$ cat config.mk
export PLATFORM = sky130hd
export DESIGN_NAME = branch_flag_unit
export DESIGN_NICKNAME = d
export VERILOG_FILES = /design/src/rtl/branch_flag_unit.sv
export SDC_FILE = /design/constraint.sdc
export NUM_CORES = 1
export LEC_CHECK = 0
export CAP_MARGIN = 20
export CELL_PAD_IN_SITES_DETAIL_PLACEMENT = 2
export CELL_PAD_IN_SITES_GLOBAL_PLACEMENT = 2
export CORE_ASPECT_RATIO = 1.5
export CORE_MARGIN = 1
export CORE_UTILIZATION = 28
export DETAILED_ROUTE_END_ITERATION = 8
export PLACE_DENSITY_LB_ADDON = 0.1
export SLEW_MARGIN = 20
export SYNTH_ARGS = -nofsm -noshare
export SYNTH_HDL_FRONTEND = slang
export SYNTH_SLANG_ARGS = --single-unit
export TNS_END_PERCENT = 1
$ cat constraint.sdc
create_clock -name clk -period 3.2 [get_ports clk]
set_clock_uncertainty 0.1 [all_clocks]
set_input_delay 0.48 -clock clk [delete_from_list [all_inputs] [get_ports clk]]
set_output_delay 0.48 -clock clk [all_outputs]
set_load 0.02 [all_outputs]
$ cat src/rtl/branch_flag_unit.sv
// rtl/branch_flag_unit.sv - EX-stage flag register, conditional branch resolve and counted flush
module branch_flag_unit #(
  parameter int FLUSH_CYCLES = 2,
  parameter int CNT_W        = 16
) (
  input  logic             clk,
  input  logic             rst_n,
  input  logic [2:0]       alu_flag,
  input  logic             flag_we,
  input  logic             br_valid,
  input  logic [2:0]       br_cond,
  input  logic [8:0]       br_offset,
  input  logic [15:0]      pc_plus1,
  output logic [2:0]       last_flag,
  output logic             taken,
  output logic [15:0]      target,
  output logic             flush,
  output logic [CNT_W-1:0] taken_cnt
);

  typedef enum logic {
    IDLE  = 1'b0,
    FLUSH = 1'b1
  } state_t;

  localparam logic [2:0]       FLUSH_INIT = 3'(FLUSH_CYCLES - 1);
  localparam logic [CNT_W-1:0] CNT_ONE    = CNT_W'(1);
  localparam logic [CNT_W-1:0] CNT_MAX    = {CNT_W{1'b1}};

  state_t      state;
  logic [2:0]  cnt;
  logic [2:0]  eff;
  logic        z, v, n;
  logic        cond_ok;
  logic        br_take;
  logic [15:0] target_calc;

  // An ALU write in the same cycle is newer than the register, so bypass it.
  assign eff = flag_we ? alu_flag : last_flag;
  assign z   = eff[2];
  assign v   = eff[1];
  assign n   = eff[0];

  always_comb begin
    cond_ok = 1'b0;
    case (br_cond)
      3'b000:  cond_ok = z;
      3'b001:  cond_ok = !z;
      3'b010:  cond_ok = !z && (n == v);
      3'b011:  cond_ok = (n != v);
      3'b100:  cond_ok = (n == v);
      3'b101:  cond_ok = z || (n != v);
      3'b110:  cond_ok = v;
      default: cond_ok = 1'b1;
    endcase
  end

  // Gate on br_valid so condition/offset inputs are don't-care when no branch is present.
  assign br_take     = br_valid && cond_ok;
  assign target_calc = pc_plus1 + {{7{br_offset[8]}}, br_offset};

  always_ff @(posedge clk) begin
    if (!rst_n) begin
      state     <= IDLE;
      cnt       <= 3'd0;
      last_flag <= 3'd0;
      taken     <= 1'b0;
      target    <= 16'd0;
      flush     <= 1'b0;
      taken_cnt <= '0;
    end else begin
      case (state)
        IDLE: begin
          if (flag_we) begin
            last_flag <= alu_flag;
          end
          if (br_take) begin
            taken  <= 1'b1;
            target <= target_calc;
            flush  <= 1'b1;
            cnt    <= FLUSH_INIT;
            if (taken_cnt != CNT_MAX) begin
              taken_cnt <= taken_cnt + CNT_ONE;
            end
            state <= (FLUSH_CYCLES == 1) ? IDLE : FLUSH;
          end else begin
            taken <= 1'b0;
            flush <= 1'b0;
          end
        end
        FLUSH: begin
          // Anything in EX here is squashed: its branch and flag write are dropped.
          taken <= 1'b0;
          if (cnt == 3'd0) begin
            flush <= 1'b0;
            state <= IDLE;
          end else begin
            cnt <= cnt - 3'd1;
          end
        end
        default: begin
          state <= IDLE;
          flush <= 1'b0;
          taken <= 1'b0;
        end
      endcase
    end
  end

endmodule

==> impl_metrics.py <==
metrics = {
    "hold_path": {
        "min_path_type": "flip-flop to flip-flop",
        "holdPathEnd": "target[9]$_SDFFE_PN0P_",
        "min_path_cells": 2,
        "worstHoldStart": "target[9]$_SDFFE_PN0P_",
    },
    "finish": {
        "syn_to_final_growth_pct": 39.8,
        "drive_gt1_share_pct": 6.08,
        "final_cell_mix": "clkdlybuf4s50_1 (71), dfxtp_1 (41), nor2_1 (34), a21oi_1 (30), nand2_1 (23)",
        "final_cells": 505,
        "antenna_cells": 0,
        "final_common_cell": "clkdlybuf4s50_1",
        "final_nets": 448,
    },
    "clock_network": {
        "post_cts_buffers": 0,
        "post_cts_resized": 0,
        "clock_path_buffers": 2,
        "cts_hold_buffers": 0,
        "cts_sinks": 41,
        "cts_tree": "done",
        "clk_pin_slew_ns": 0.06,
        "htree_num_levels": 2,
        "cts_buffers": 5,
        "root_buffer": "clkbuf_16",
        "clock_latency_ns": 0.29,
    },
    "global_routing": {
        "grt_pass1_wl_um": 13400,
        "grt_pass1_vias": 2865,
        "grt_usage_pct": 17.8,
        "globalRouteOverflowTotal": 0,
        "antenna_found_initial": 0,
        "grt_max_degree": 33,
    },
    "floorplan": {
        "core_area_um2": 8990,
        "die_height_um": 121,
        "pin_count": 72,
        "die_area_um2": 9780,
        "die_w_um": 81.1,
        "num_rows": 42,
        "initial_core_util_pct": 29.2,
    },
    "timing": {
        "drv_slew": 0,
        "finalSetupViolations": 0,
        "grt_setup_unrepaired": "no",
        "setup_tns_ns": 0,
        "worst_pin_slew_ns": 0.559,
        "fmax_mhz": 356,
        "fin_crit_sh_pct": 87.8,
        "hold_viol_final": 0,
        "period_minus_slack_ns": 2.81,
        "maxSlewHeadroom_pct": 62.5,
    },
    "worst_setup_path": {
        "worstPathArrival_ns": 2.93,
        "rr_startpoint": "state$_SDFF_PN0_",
        "cp-end-kind": "flip-flop",
        "cp_data_required_time_ns": 3.32,
        "rrSetupSlack_ns": 0.68,
        "reg2reg_depth": 8,
        "crit_path_start_kind": "input port",
        "path_class": "input port to flip-flop",
        "path_max_fanout": 22,
        "r2r-end": "taken_cnt[5]$_SDFFE_PN0P_",
    },
    "logic_synthesis": {
        "synthTopCellsByArea": "dfxtp_1 (31%), ha_1 (8.6%), mux2i_1 (7.2%), a21oi_1 (5.7%), nor2_1 (4.9%)",
        "synth_warnings": 0,
        "avgSynthCellArea_um2": 8.26,
        "yosysTopAreaCell": "dfxtp_1",
        "synth_edf_count": 0,
        "yosysSeqAreaShare_pct": 31.2,
        "async_flop_share_pct": 0,
        "ys_types": 49,
        "synth_cells": 318,
        "synth_top_area_share_pct": 31.2,
        "ys.flop_type": "dfxtp_1",
        "syn-num-nets": 372,
        "syn_area_um2": 2630,
        "synth-seq-cells": 41,
    },
    "power": {
        "pwr_density_cell_nw_per_um2": 440,
        "seq_power_share_pct": 35.0,
        "clock_power_share_pct": 37.7,
        "internal_power_w": 0.00114,
        "switchingPower_w": 0.000471,
        "netSwitchingFraction_pct": 29.2,
        "ir_drop_v": 0.000223,
        "p_leak_nw": 1.41,
        "combinationalPowerShare_pct": 27.2,
    },
    "detailed_routing": {
        "wirelength_um": 8130,
        "postRouteAntennaNets": 0,
        "wl_per_cell_um": 16.1,
        "dr.pass1.iters": 2,
        "via_per_inst": 5.32,
        "drc": 0,
        "dr_total_vias": 2689,
        "drtIter0Drc": 38,
    },
    "placement": {
        "gp_congestion": 0.767,
        "io_buffers": 71,
        "hpwl_um": 6250,
        "placed_cells": 497,
    },
    "status": {
        "status": "finished clean",
    },
    "run": {
        "cap_violations": 0,
    },
}
-- metal layers --
| metal | share of wire [%] | GRT usage, % | wire (um) | vias to the layer above |
|---|---|---|---|---|
| met2 | 57 | 35.0 | 4650 | 42 |
| li1 | - | - | - | 1316 |
| met4 | 1.8 | 6.25 | 143 | 0 |
| met5 | 0 | 0 | 0 | - |
| met1 | 39 | 18.1 | 3140 | 1323 |
| met3 | 2.4 | 2.94 | 195 | 8 |
-- state kept, by name, indices dropped and copies added, names as in the netlist --
register	count
target	16
taken	1
state	1
cnt	3
last_flag	3
flush	1
taken_cnt	16
-- synth_stat cells, types with 2 or more instances --
master    number
o31ai_1        7
nand2_1       23
mux2i_1       19
or3_1          6
buf_4          2
nor2_2         2
nor4_2         3
ha_1          18
buf_6          2
nor2_1        34
o21ai_1        3
clkbuf_1       5
dfxtp_1       41
a21oi_1       30
nor4b_1        2
xnor2_1        6
a21o_1         2
a31oi_1        3
inv_1         12
xor2_1        10
nor4_1         3
or4_1          9
nand3_1       11
o21ai_0       13
o221ai_1       2
nor3b_1        3
nand2b_1       6
o211ai_1       4
and4_1         2
nor3_1        10
nand4_1        5
o41ai_1        2
nor2b_1        2
-- kinds of logic after synthesis --
kind of cell	count (synthesis)	share of synthesized area, %
adders and majority gates	19	9.33
xor gates and xnor gates	16	5.33
DFF	41	31.2
and+or+nand+nor	127	26.0
AOI/OAI and AO/OA	73	16.7
buffers and inverters	23	4.19
muxes	19	7.24
-- worst max-delay path by stage --
stage	from	to	depth (start not counted)
finish	br_cond[1]	taken_cnt[5]$_SDFFE_PN0P_	9
global route	br_offset[1]	target[15]$_SDFFE_PN0P_	10
CTS	br_offset[1]	target[15]$_SDFFE_PN0P_	10
detailed placement	br_offset[1]	target[15]$_SDFFE_PN0P_	10
global placement	br_offset[5]	target[15]$_SDFFE_PN0P_	10
floorplan	br_offset[0]	target[12]$_SDFFE_PN0P_	9
-- worst max-delay path: stages --
cell and delay (ns):
clkdlybuf4s50_1 0.55, or3_1 0.37, nand3_1 0.10, a21oi_1 0.09, nor4_2 0.38, nor2_2 0.11, buf_12 0.17, or4_1 0.50
a21oi_1 0.18
-- power by group through the flow --
stage	clock (W)	sequential [W]	combinational [W]
2_1_floorplan	0	0.000605	0.000232
3_3_place_gp	0	0.000577	0.000434
3_5_place_dp	0	0.000578	0.000446
4_1_cts	0.000625	0.000567	0.000448
5_1_grt	0.000641	0.000570	0.000485
6_report	0.000609	0.000566	0.000439
-- per-stage QoR --
| stage | util [%] | hold slack [ns] | power, W | setup slack (ns) | area, um2 |
|---|---|---|---|---|---|
| 6_report | 40.9 | 0.368 | 0.00161 | 0.391 | 3670 |
| 2_1_floorplan | - | 0.364 | 0.000837 | 0.817 | 2630 |
| 3_5_place_dp | 38.9 | 0.364 | 0.00102 | 0.0413 | 3500 |
| 5_1_grt | 40.9 | 0.373 | 0.00170 | 0.114 | 3670 |
| 4_1_cts | 40.9 | 0.373 | 0.00164 | 0.329 | 3670 |
| 3_3_place_gp | 38.9 | 0.346 | 0.00101 | 0.0765 | 3500 |
-- final cells by class --
cell class | instances | area (um2)
clock buffer | 7 | 143
clock inverter | 1 | 30.0
fill | 1051 | 5310
inverter | 13 | 48.8
multi-input combinational | 254 | 1700
sequential | 41 | 821
tap | 110 | 138
timing repair buffer | 79 | 796
(Power assumes the default switching activity.)
